==> src/rtl/e10_mon_test_seq_if.sv <==
// Avalon-MM command/response bundle between the test sequencer (master)
// and the e10 packet monitor CSR space (slave).
interface e10_mon_test_seq_if;
   logic [7:0]  address;
   logic        write;
   logic        read;
   logic [31:0] writedata;
   logic [31:0] readdata;
   logic        waitrequest;

   modport master (
      output address, write, read, writedata,
      input  readdata, waitrequest
   );

   modport slave (
      input  address, write, read, writedata,
      output readdata, waitrequest
   );
endinterface

==> src/rtl/e10_mon_test_seq.sv <==
// e10_mon_test_seq: runs one end-to-end traffic test against the e10
// packet monitor. It programs the monitor CSRs, fires the generator, polls
// status until done/timeout/abort, reads the counters and reports a verdict.
module e10_mon_test_seq #(
   parameter logic [31:0] TIMEOUT  = 32'd1_000_000,
   parameter logic [15:0] POLL_GAP = 16'd16
) (
   input  logic                      i_clk,
   input  logic                      i_rst,
   input  logic                      i_start,
   input  logic                      i_abort,
   input  logic [47:0]               i_cfg_dst_mac,
   input  logic [47:0]               i_cfg_src_mac,
   input  logic [31:0]               i_cfg_pkt_num,
   e10_mon_test_seq_if.master        mm,
   output logic                      o_gen_start,
   output logic                      o_busy,
   output logic                      o_done,
   output logic                      o_pass,
   output logic [7:0]                o_status,
   output logic [31:0]               o_good_cnt,
   output logic [31:0]               o_bad_cnt
);

   typedef enum logic [3:0] {
      S_IDLE, S_WR_DA0, S_WR_DA1, S_WR_SA0, S_WR_SA1, S_WR_NUM, S_WR_ARM,
      S_GEN, S_WAIT, S_RD_STAT, S_WR_STOP, S_RD_STAT_F, S_RD_GOOD, S_RD_BAD,
      S_REPORT
   } state_t;

   state_t      r_state, w_state_nxt;
   logic        r_start_d;
   logic        r_write, r_read;
   logic [7:0]  r_addr;
   logic [31:0] r_wdata;
   logic        r_gen, r_busy, r_done, r_pass;
   logic [4:0]  r_stat;
   logic        r_timeout, r_aborted;
   logic [31:0] r_good, r_bad;
   logic [15:0] r_da_hi;
   logic [47:0] r_sa;
   logic [31:0] r_num;
   logic [31:0] r_tmo_cnt;
   logic [15:0] r_gap_cnt;

   logic        w_start_edge, w_active, w_xfer_done, w_abort_any, w_tmo_hit;
   logic        w_raise, w_pass;
   logic [7:0]  w_mm_addr;
   logic [31:0] w_mm_wdata;
   logic        w_mm_rd;

   function automatic state_t f_succ(input state_t s);
      case (s)
         S_WR_DA0:    f_succ = S_WR_DA1;
         S_WR_DA1:    f_succ = S_WR_SA0;
         S_WR_SA0:    f_succ = S_WR_SA1;
         S_WR_SA1:    f_succ = S_WR_NUM;
         S_WR_NUM:    f_succ = S_WR_ARM;
         S_WR_ARM:    f_succ = S_GEN;
         S_WR_STOP:   f_succ = S_RD_STAT_F;
         S_RD_STAT_F: f_succ = S_RD_GOOD;
         S_RD_GOOD:   f_succ = S_RD_BAD;
         S_RD_BAD:    f_succ = S_REPORT;
         default:     f_succ = S_IDLE;
      endcase
   endfunction

   assign w_start_edge = (r_state == S_IDLE) && i_start && !r_start_d;
   assign w_active     = r_write || r_read;
   assign w_xfer_done  = w_active && !mm.waitrequest;
   assign w_abort_any  = i_abort || r_aborted;
   assign w_tmo_hit    = (r_tmo_cnt >= TIMEOUT);
   assign w_pass       = (r_state == S_RD_BAD) && (r_stat == 5'h01) &&
                         (mm.readdata == '0) && (r_good == r_num) &&
                         !r_timeout && !w_abort_any;

   // Next-state decode; w_raise launches a strobe on the coming edge.
   // A completed transfer always leaves one strobe-free cycle before the next.
   always_comb begin
      w_state_nxt = r_state;
      w_raise     = 1'b0;
      case (r_state)
         S_IDLE: begin
            if (w_start_edge) begin
               w_state_nxt = S_WR_DA0;
               w_raise     = 1'b1;
            end
         end
         S_WR_DA0, S_WR_DA1, S_WR_SA0, S_WR_SA1, S_WR_NUM, S_WR_ARM: begin
            if (w_active) begin
               if (w_xfer_done) w_state_nxt = w_abort_any ? S_REPORT : f_succ(r_state);
            end else if (w_abort_any) begin
               w_state_nxt = S_REPORT;
            end else begin
               w_raise = 1'b1;
            end
         end
         S_GEN: begin
            w_state_nxt = w_abort_any ? S_WR_STOP : S_WAIT;
            w_raise     = w_abort_any;
         end
         S_WAIT: begin
            if (w_abort_any || w_tmo_hit) begin
               w_state_nxt = S_WR_STOP;
               w_raise     = 1'b1;
            end else if (r_gap_cnt >= POLL_GAP - 16'd1) begin
               w_state_nxt = S_RD_STAT;
               w_raise     = 1'b1;
            end
         end
         S_RD_STAT: begin
            if (w_active) begin
               if (w_xfer_done) begin
                  if (mm.readdata[0])              w_state_nxt = S_RD_GOOD;
                  else if (w_abort_any || w_tmo_hit) w_state_nxt = S_WR_STOP;
                  else                               w_state_nxt = S_WAIT;
               end
            end else begin
               w_raise = 1'b1;
            end
         end
         S_WR_STOP, S_RD_STAT_F, S_RD_GOOD, S_RD_BAD: begin
            if (w_active) begin
               if (w_xfer_done) w_state_nxt = f_succ(r_state);
            end else begin
               w_raise = 1'b1;
            end
         end
         S_REPORT: w_state_nxt = S_IDLE;
         default:  w_state_nxt = S_IDLE;
      endcase
   end

   // Address/data for the transfer about to be launched (keyed on next state).
   // DA0 is only ever launched on the start edge, so it takes the live input.
   always_comb begin
      w_mm_addr  = '0;
      w_mm_wdata = '0;
      w_mm_rd    = 1'b0;
      case (w_state_nxt)
         S_WR_DA0:    begin w_mm_addr = 8'd0; w_mm_wdata = i_cfg_dst_mac[31:0]; end
         S_WR_DA1:    begin w_mm_addr = 8'd1; w_mm_wdata = {16'h0000, r_da_hi}; end
         S_WR_SA0:    begin w_mm_addr = 8'd2; w_mm_wdata = r_sa[31:0]; end
         S_WR_SA1:    begin w_mm_addr = 8'd3; w_mm_wdata = {16'h0000, r_sa[47:32]}; end
         S_WR_NUM:    begin w_mm_addr = 8'd4; w_mm_wdata = r_num; end
         S_WR_ARM:    begin w_mm_addr = 8'd5; w_mm_wdata = 32'h1; end
         S_WR_STOP:   begin w_mm_addr = 8'd5; w_mm_wdata = 32'h2; end
         S_RD_STAT,
         S_RD_STAT_F: begin w_mm_addr = 8'd6; w_mm_rd = 1'b1; end
         S_RD_GOOD:   begin w_mm_addr = 8'd7; w_mm_rd = 1'b1; end
         S_RD_BAD:    begin w_mm_addr = 8'd8; w_mm_rd = 1'b1; end
         default:     ;
      endcase
   end

   // State register.
   always_ff @(posedge i_clk or posedge i_rst) begin
      if (i_rst) r_state <= S_IDLE;
      else       r_state <= w_state_nxt;
   end

   // Bus strobes, config latches, poll counters, captured results, verdict.
   always_ff @(posedge i_clk or posedge i_rst) begin
      if (i_rst) begin
         r_start_d <= 1'b0;
         r_write   <= 1'b0;
         r_read    <= 1'b0;
         r_addr    <= '0;
         r_wdata   <= '0;
         r_gen     <= 1'b0;
         r_busy    <= 1'b0;
         r_done    <= 1'b0;
         r_pass    <= 1'b0;
         r_stat    <= '0;
         r_timeout <= 1'b0;
         r_aborted <= 1'b0;
         r_good    <= '0;
         r_bad     <= '0;
         r_da_hi   <= '0;
         r_sa      <= '0;
         r_num     <= '0;
         r_tmo_cnt <= '0;
         r_gap_cnt <= '0;
      end else begin
         r_start_d <= i_start;
         r_gen     <= (w_state_nxt == S_GEN);
         r_done    <= 1'b0;

         if (w_raise) begin
            r_write <= !w_mm_rd;
            r_read  <= w_mm_rd;
            r_addr  <= w_mm_addr;
            r_wdata <= w_mm_wdata;
         end else if (w_xfer_done) begin
            r_write <= 1'b0;
            r_read  <= 1'b0;
         end

         if (w_start_edge) begin
            r_da_hi   <= i_cfg_dst_mac[47:32];
            r_sa      <= i_cfg_src_mac;
            r_num     <= i_cfg_pkt_num;
            r_busy    <= 1'b1;
            r_pass    <= 1'b0;
            r_stat    <= '0;
            r_timeout <= 1'b0;
            r_aborted <= 1'b0;
            r_good    <= '0;
            r_bad     <= '0;
         end

         if (i_abort && r_state != S_IDLE && r_state != S_REPORT) r_aborted <= 1'b1;

         if (w_tmo_hit && w_state_nxt == S_WR_STOP &&
             (r_state == S_WAIT || r_state == S_RD_STAT)) r_timeout <= 1'b1;

         if (r_state == S_GEN && w_state_nxt == S_WAIT)      r_tmo_cnt <= '0;
         else if ((r_state == S_WAIT || r_state == S_RD_STAT) && r_tmo_cnt != '1)
            r_tmo_cnt <= r_tmo_cnt + 32'd1;

         if (w_state_nxt == S_WAIT && r_state != S_WAIT) r_gap_cnt <= '0;
         else if (r_state == S_WAIT)                     r_gap_cnt <= r_gap_cnt + 16'd1;

         if (w_xfer_done && r_read) begin
            case (r_state)
               S_RD_STAT, S_RD_STAT_F: r_stat <= mm.readdata[4:0];
               S_RD_GOOD:              r_good <= mm.readdata;
               S_RD_BAD:               r_bad  <= mm.readdata;
               default:                ;
            endcase
         end

         if (w_state_nxt == S_REPORT) begin
            r_done <= 1'b1;
            r_busy <= 1'b0;
            r_pass <= w_pass;
         end
      end
   end

   assign mm.address   = r_addr;
   assign mm.write     = r_write;
   assign mm.read      = r_read;
   assign mm.writedata = r_wdata;
   assign o_gen_start  = r_gen;
   assign o_busy       = r_busy;
   assign o_done       = r_done;
   assign o_pass       = r_pass;
   assign o_status     = {r_timeout, r_aborted, 1'b0, r_stat};
   assign o_good_cnt   = r_good;
   assign o_bad_cnt    = r_bad;

endmodule

==> src/flat_wrapper.sv <==
// flat-port wrapper written by rule: the top's interface ports become plain ports
module e10_mon_test_seq_flat 
#(
   parameter logic [31:0] TIMEOUT  = 32'd1_000_000,
   parameter logic [15:0] POLL_GAP = 16'd16
)
  (i_clk, i_rst, i_start, i_abort, i_cfg_dst_mac, i_cfg_src_mac, i_cfg_pkt_num, o_gen_start, o_busy, o_done, o_pass, o_status, o_good_cnt, o_bad_cnt, mm_address, mm_write, mm_read, mm_writedata, mm_readdata, mm_waitrequest);
  e10_mon_test_seq_if mm_i ();
  input  logic i_clk;
  input  logic i_rst;
  input  logic i_start;
  input  logic i_abort;
  input  logic [47:0] i_cfg_dst_mac;
  input  logic [47:0] i_cfg_src_mac;
  input  logic [31:0] i_cfg_pkt_num;
  output logic o_gen_start;
  output logic o_busy;
  output logic o_done;
  output logic o_pass;
  output logic [7:0] o_status;
  output logic [31:0] o_good_cnt;
  output logic [31:0] o_bad_cnt;
  output wire logic [$bits(mm_i.address)-1:0] mm_address;
  output wire logic [$bits(mm_i.write)-1:0] mm_write;
  output wire logic [$bits(mm_i.read)-1:0] mm_read;
  output wire logic [$bits(mm_i.writedata)-1:0] mm_writedata;
  input wire logic [$bits(mm_i.readdata)-1:0] mm_readdata;
  input wire logic [$bits(mm_i.waitrequest)-1:0] mm_waitrequest;
  assign mm_address = mm_i.address;
  assign mm_write = mm_i.write;
  assign mm_read = mm_i.read;
  assign mm_writedata = mm_i.writedata;
  assign mm_i.readdata = mm_readdata;
  assign mm_i.waitrequest = mm_waitrequest;
  e10_mon_test_seq #(.TIMEOUT(TIMEOUT), .POLL_GAP(POLL_GAP)) u_core (.i_clk(i_clk), .i_rst(i_rst), .i_start(i_start), .i_abort(i_abort), .i_cfg_dst_mac(i_cfg_dst_mac), .i_cfg_src_mac(i_cfg_src_mac), .i_cfg_pkt_num(i_cfg_pkt_num), .mm(mm_i), .o_gen_start(o_gen_start), .o_busy(o_busy), .o_done(o_done), .o_pass(o_pass), .o_status(o_status), .o_good_cnt(o_good_cnt), .o_bad_cnt(o_bad_cnt));
endmodule
==> config.mk <==
export PLATFORM = sky130hd
export DESIGN_NAME = e10_mon_test_seq_flat
export DESIGN_NICKNAME = d
export VERILOG_FILES = /design/src/rtl/e10_mon_test_seq_if.sv /design/src/rtl/e10_mon_test_seq.sv /design/src/flat_wrapper.sv
export SDC_FILE = /design/constraint.sdc
export NUM_CORES = 1
export LEC_CHECK = 0
export ABC_AREA = 1
export CORE_MARGIN = 2
export CORE_UTILIZATION = 50
export DETAILED_ROUTE_END_ITERATION = 16
export PLACE_DENSITY = 0.76
export SYNTH_ARGS = -nofsm -noshare
export SYNTH_HDL_FRONTEND = slang
export SYNTH_SLANG_ARGS = --single-unit
==> constraint.sdc <==
create_clock -name i_clk -period 16.71 [get_ports i_clk]
set_clock_uncertainty 0.05 [all_clocks]
set_input_delay 2.5065 -clock i_clk [delete_from_list [all_inputs] [get_ports i_clk]]
set_output_delay 2.5065 -clock i_clk [all_outputs]
set_load 0.01 [all_outputs]
* Word-level counts from Yosys, hierarchy flattened
Memories as Yosys holds them, arrays and structs flattened.
Index checks and enable logic that the tools add are counted.
** Word-level totals
- Register bits after elaboration :: 266
- Memory bits (read-only) :: 128
- Input port bits :: 165
- Output and inout port bits :: 118
- Logic and storage cells :: 147
- Memories kept :: 2
** Cells by class
- Add/sub/neg operators :: 2
- $lt $le $gt $ge :: 2
- Eq/ne operators :: 32
- Muxes and demuxes :: 48
- Reduce and logical (&&, ||, !) cells :: 41
** Memories
- (name not given) :: depth 16, width 4, read ports 1, clocked after memory_dff 0, write ports 0, line e10_mon_test_seq.sv:53 : case (s)
- (name not given) :: depth 16, width 4, read ports 1, clocked after memory_dff 0, write ports 0, line e10_mon_test_seq.sv:53
** Operators by type and width (count)
- 32-bit 2-to-1 mux :: 8
- 32-bit one-hot mux with 7 select lines :: 1
- 4-bit equality test, second input constant :: 13
- 4-bit 2-to-1 mux :: 12
- 32-bit by 1-bit adder with 32-bit output, second input constant :: 1
- 32-bit equality test :: 1
- 4-bit by 3-bit equality test with 1-bit output, second input constant :: 8
- 32-bit by 20-bit greater-or-equal comparator with 1-bit output, second input constant :: 1
- 32-bit zero test :: 1
- 16-bit 2-to-1 mux :: 2
- 32-bit != test, second input constant :: 1
- 4-bit one-hot mux with 8 select lines :: 1
- 4-bit one-hot mux with 6 select lines :: 1
- 1-bit 2-to-1 mux :: 17
- 16-bit by 1-bit adder with 16-bit output, second input constant :: 1
- 4-bit by 2-bit equality test with 1-bit output, second input constant :: 4
- 16-bit by 4-bit greater-or-equal comparator with 1-bit output, second input constant :: 1
- 1-bit logical AND :: 16
- 5-bit 2-to-1 mux :: 3
- 2-bit nonzero test :: 6
- 4-bit by 1-bit equality test with 1-bit output, second input constant :: 2
- 4-bit != test, second input constant :: 2
- 4-bit OR reduction :: 2
- 2-bit OR reduction :: 3
- 9 further kinds :: 17

* Logic depth before layout (Yosys ltp)
- Depth after elaboration :: 12
- Mapped depth :: 20
- Depth with buffers taken out :: 19

* Worst setup path after synthesis
OpenSTA, ideal clock, no wires.
- Path type :: in2reg
- From :: input port i_abort
- To :: register u_core.r_gap_cnt[5]
- Setup time :: 124 ps
- Arrival time :: 4163 ps
- Required time :: 16536 ps
- Slack :: 12372 ps
- Cell stages on the path :: 14
- Path buffers :: 2
- Cells stage by stage :: nor2_2 > inv_1 > nor2_1 > inv_1 > o21ai_0 > a21oi_1 > nor2_1 > nand3_2 > buf_2 > nor3_2 > nand2_1 > buf_2 > nand3_1 > o21ai_1
** Between the ends
- Longest elaborated chain between the ends :: 10
- Elaborated cells between the ends (all ways) :: 17
- Classes of those cells :: eq/ne (1); mux (12); reduce/logical (4)
** Ends and longest elaborated chain
- start: declaration :: line flat_wrapper.sv:12 : input logic i_abort;
- 1-bit logical OR (*) :: line e10_mon_test_seq.sv:71 : assign w_abort_any = i_abort || r_aborted;
- 1-bit logical OR :: line e10_mon_test_seq.sv:103, e10_mon_test_seq.sv:115
- 2-bit 2-to-1 mux :: line e10_mon_test_seq.sv:115 : else if (w_abort_any || w_tmo_hit) w_state_nxt = S_WR_STOP;
- 4-bit 2-to-1 mux :: line e10_mon_test_seq.sv:114 : if (mm.readdata[0]) w_state_nxt = S_RD_GOOD;
- 4-bit 2-to-1 mux :: line e10_mon_test_seq.sv:113 : if (w_xfer_done) begin
- 4-bit 2-to-1 mux :: line e10_mon_test_seq.sv:112 : if (w_active) begin
- 4-bit one-hot mux with 6 select lines (*) :: line e10_mon_test_seq.sv:82 : case (r_state)
- 4-bit equality test (*) :: line e10_mon_test_seq.sv:221 : if (w_state_nxt == S_WAIT && r_state != S_WAIT) r_gap_cnt <= '0;
- 1-bit logical AND (*) :: line e10_mon_test_seq.sv:221
- 16-bit 2-to-1 mux or 2-bit nonzero test (tied branches)
- end signal: assignment :: line e10_mon_test_seq.sv:222 : else if (r_state == S_WAIT) r_gap_cnt <= r_gap_cnt + 16'd1;
- end: declaration :: line e10_mon_test_seq.sv:44 : logic [15:0] r_gap_cnt;
Every way passes the cells marked *; elsewhere a longest branch is shown, timed or not.
A chain may end at the register's enable or synchronous reset.

* Final worst setup path
- From :: input port i_start
- To :: register u_core.r_wdata[30], in the netlist u_core.mm.writedata[30]
** Between the ends
- Longest elaborated chain between the ends :: 6
- Elaborated cells between the ends (all ways) :: 14
- Classes of those cells :: eq/ne (7); mux (5); reduce/logical (2)
** Ends and longest elaborated chain
- start: declaration :: line flat_wrapper.sv:11 : input logic i_start;
- 1-bit logical AND (*) (2 in series) :: line e10_mon_test_seq.sv:68 : assign w_start_edge = (r_state == S_IDLE) && i_start && !r_start_d;
- 4-bit 2-to-1 mux :: line e10_mon_test_seq.sv:84 : if (w_start_edge) begin
- 4-bit one-hot mux with 6 select lines :: line e10_mon_test_seq.sv:82
- 4-bit equality test (tied with other cells) :: line e10_mon_test_seq.sv:140 : case (w_state_nxt)
- 32-bit one-hot mux with 7 select lines :: line e10_mon_test_seq.sv:140
- end signal: assignment :: line e10_mon_test_seq.sv:193 : r_wdata <= w_mm_wdata;
- end: declaration :: line e10_mon_test_seq.sv:35 : logic [31:0] r_wdata;
Marks and branches as above.

==> PnR_summary.wiki <==
{| class="wikitable"
! Metric !! Value
|-
| Run status || complete, no violations
|-
| Minimum clock period || 6.544 ns
|-
| Root buf cell || sky130_fd_sc_hd__clkbuf_16
|-
| Post-synthesis async set-or-reset flop share || 100.0%
|-
| Cells resized by post-CTS repair || 0
|-
| Synth cell count leaders || 622 x sky130_fd_sc_hd__nand2_1, 262 x sky130_fd_sc_hd__dfrtp_1, 180 x sky130_fd_sc_hd__nand3_1
|-
| Arr. time, crit path || 6.97 ns
|-
| Path type of the worst setup path || input port to flip-flop
|-
| Number of antenna violations at the first check in global routing || 1
|-
| Share of the clock period used by the worst path after layout || 39.16%
|-
| Setup_tns || 0 ns
|-
| Setup repair after global routing missed its margin || no
|-
| Met1 Use GR || 35.49%
|-
| Number of sinks driven by the clock tree || 262
|-
| Number of global-route vias before repair || 12,190
|-
| Largest cells by area after synthesis || sky130_fd_sc_hd__dfrtp_1 50%, sky130_fd_sc_hd__nand2_1 18%, sky130_fd_sc_hd__nand3_1 6.9%
|-
| Post-Syn Instances || 1,720
|-
| Start point of the worst hold path || u_core.r_gap_cnt[7]$_DFFE_PP0P_
|-
| Final weighted congestion in routability-driven placement || 0.8884
|-
| Proportion of netlist area held by the largest area contributor || 50.02%
|-
| Die ar. || 27,520 um2
|-
| Number of DRC markers after the initial detailed-route iteration || 1,154
|-
| Area overhead of the layout relative to synthesis || 29.82%
|-
| Number of vias after detailed routing || 12,370
|-
| Busiest layer in global routing || met2
|-
| Met3 track utilization from global routing || 5.887%
|-
| Sequential share of the synthesized area || 50.02%
|-
| Slew HR || 25.65%
|-
| Share of layout cells above drive strength 1 || 4.557%
|-
| Half-perimeter wire length after detailed placement || 28,050 um
|-
| Number of pins with negative max-slew slack in the final report || 0
|-
| Initial cell density of the core || 50.58%
|-
| Die outline height || 165.9 um
|-
| Top Ports || 283
|-
| Number of antenna-violating nets in the routed design || 0
|-
| Hold Path Depth || 1
|-
| CTS tree || yes
|-
| GR Layer Usage met2 || 47.12%
|-
| Most instantiated flip-flop cell in the synthesis netlist || sky130_fd_sc_hd__dfrtp_1
|-
| Count of input and output buffers || 277
|-
| Total of hold buffers inserted after clock tree synthesis || 0
|-
| Number of warnings printed during yosys synthesis || 0
|-
| Clk buf depth || 3
|-
| Maximum fanout count along the critical path || 170
|-
| Remaining DRCs || 0
|-
| Chip width || 165.9 um
|-
| Critical path data required time || 17.14 ns
|-
| Rows || 59
|-
| Pin count of the biggest net entering global routing || 171
|-
| Number of setup violations in the final report || 0
|-
| Kind of capture point of the worst setup path || flip-flop
|-
| Wire per inst || 17.13 um
|-
| Count of buffers added by post-CTS timing repair for setup || 0
|-
| Reg2reg path depth || 14
|-
| Hold Violations, Final || 0
|-
| Flop and latch count out of synthesis || 262
|-
| Aggregate routed wire length || 39,580 um
|-
| Syn Area/Cell || 7.620 um2
|-
| Sum of overflow across all layers after global routing || 0
|-
| CTS HTree Levels || 1
|-
| Layout fillers || 2,204
|-
| Power density over the cells || 154.1 nW/um2
|-
| Min-Delay Endpoint || u_core.r_gap_cnt[7]$_DFFE_PP0P_
|-
| Maximum vdd ir drop || 0.1194 mV
|-
| R2R setup slack || 11.37 ns
|-
| Detailed-routing iteration count for the pre-antenna-repair pass || 5
|-
| Core Box Area || 25,910 um2
|-
| Worst Hold Margin || 0.4221 ns
|-
| GRT Total Usage || 28.17%
|-
| Area of the mapped netlist || 13,110 um2
|-
| Leakage power || 0.008550 uW
|-
| Latest clock arrival within the worst-skew pair || 0.54 ns
|-
| End of the worst register-to-register path || u_core.r_tmo_cnt[22]$_DFFE_PP0P_
|-
| Least-Margin Pin Slew || 1.114 ns
|-
| Distinct cell type count after synthesis || 38
|-
| Clock-pin slew on the worst setup and hold paths || 0.06 ns
|-
| Via-to-Cell Ratio || 5.351
|-
| Class of the worst hold path || flip-flop to flip-flop
|-
| Nets@finish || 2,127
|-
| Dominant cell by count in the synthesized netlist || sky130_fd_sc_hd__nand2_1
|-
| CP startpoint kind || input port
|-
| Crit Reg-Reg Startpoint || u_core.r_state[1]$_DFF_PP0_
|-
| Number of enable-type register cells in the synthesized netlist || 0
|-
| Number of maximum-capacitance violations || 0
|-
| Max Clock Freq || 152.8 MHz
|-
| Largest area contributor in the synthesized netlist || sky130_fd_sc_hd__dfrtp_1
|-
| Wire length of the first global-routing pass || 62,850 um
|-
| TritonCTS Buffers || 29
|}
[where the power goes]
part	switching, uW	leakage (uW)	internal [uW]
Sequential	148	0.00348	795
Combinational	669	0.00457	330
Clock	264	0.000500	416
[cell type report]
class / instances / area (um2) / area share, %
Clock inverter: 14 / 205.2 / 1.206
Antenna cell: 1 / 2.502 / 0.01471
Timing Repair Buffer: 282 / 2810 / 16.52
Clock buffer: 37 / 805.8 / 4.736
Sequential cell: 262 / 6556 / 38.53
Multi-Input combinational cell: 1198 / 5524 / 32.47
Tap cell: 335 / 419.2 / 2.463
Inverter: 182 / 691.9 / 4.066
[state kept, by name, summed over array words and instances, names as in the netlist]
| signal | count |
|---|---|
| u_core.r_gap_cnt | 16 |
| u_core.mm.read | 1 |
| u_core.r_aborted | 1 |
| u_core.o_busy | 1 |
| u_core.mm.write | 1 |
| u_core.r_stat | 5 |
| u_core.mm.writedata | 32 |
| u_core.o_good_cnt | 32 |
| u_core.r_start_d | 1 |
| u_core.mm.address | 4 |
| u_core.r_tmo_cnt | 32 |
| u_core.o_done | 1 |
| u_core.r_num | 32 |
| u_core.r_timeout | 1 |
| u_core.o_gen_start | 1 |
| u_core.r_state | 4 |
| u_core.r_sa | 48 |
| u_core.r_da_hi | 16 |
| u_core.o_bad_cnt | 32 |
| u_core.o_pass | 1 |
[per-layer routing]
metal	up-vias	part of all wire [%]
li1	5922	-
met1	5857	40
met2	476	48
met3	112	7.1
met4	0	4.9
met5	-	0
[how the worst max path moves through the flow]
stage | from | end | slack [ns]
after floorplan | i_rst | u_core.mm.address[0]$_DFFE_PP0P_ | 6.94
after global placement | i_start | u_core.mm.writedata[16]$_DFFE_PP0P_ | 9.89
after detailed placement | i_start | u_core.mm.writedata[30]$_DFFE_PP0P_ | 9.74
after CTS | i_start | u_core.mm.writedata[30]$_DFFE_PP0P_ | 10.30
after global routing | i_start | u_core.mm.writedata[30]$_DFFE_PP0P_ | 9.83
final | i_start | u_core.mm.writedata[30]$_DFFE_PP0P_ | 10.17
[placed cells by master, fill, tap and decap left out, drive strengths merged, types with 7 or more instances in the layout]
| master | instances |
|---|---|
| clkbuf | 37 |
| clkdlybuf4s50 | 277 |
| clkinv | 10 |
| dfrtp | 262 |
| ha | 7 |
| inv | 180 |
| nand2 | 624 |
| nand3 | 182 |
| nand4 | 62 |
| nor2 | 110 |
| nor3 | 16 |
| nor4 | 15 |
| o21ai | 110 |
| or2 | 10 |
| xnor2 | 35 |
[per-stage QoR]
| stage | total power (uW) | setup WS [ns] | area [um2] | utilization (%) | std cells |
|---|---|---|---|---|---|
| 6_report | 2621 | 10.17 | 17020 | 65.67 | 2311 |
| 3_3_place_gp | 1917 | 9.890 | 16000 | 61.76 | 2259 |
| 3_5_place_dp | 1937 | 9.736 | 16000 | 61.76 | 2259 |
| 5_1_grt | 2790 | 9.827 | 17020 | 65.67 | 2311 |
| 2_1_floorplan | 1615 | 6.942 | 13120 | - | 1724 |
| 4_1_cts | 2622 | 10.30 | 17010 | 65.66 | 2310 |
[cells by family (layout without fill, tap and decap cells)]
logic type      Yosys count  count (layout)  synth area share [%]
compound gates          124             124                 4.907
fa+ha+maj                 7               7                0.6682
other cells               1               6               0.02861
simple gates           1021            1021                 33.53
xor+xnor                 41              41                 2.740
flops                   262             262                 50.02
buf+inv                 264             515                 8.105
[worst max-delay path, cell delays in order]
cell                              delay, ns
sky130_fd_sc_hd__clkdlybuf4s50_1       0.47
sky130_fd_sc_hd__inv_1                 0.04
sky130_fd_sc_hd__nor2_1                0.27
sky130_fd_sc_hd__nand2_8               0.58
sky130_fd_sc_hd__a31oi_1               0.37
sky130_fd_sc_hd__o21ai_1               0.09
sky130_fd_sc_hd__nor2_1                0.16
sky130_fd_sc_hd__nand3_2               0.66
sky130_fd_sc_hd__nor2_4                0.61
sky130_fd_sc_hd__nand2_2               0.34
sky130_fd_sc_hd__inv_2                 0.36
sky130_fd_sc_hd__nand2_1               0.09
sky130_fd_sc_hd__nand3_1               0.10
sky130_fd_sc_hd__nand2_1               0.07
sky130_fd_sc_hd__nand2_1               0.08
Power figures use the tool's default switching activity.
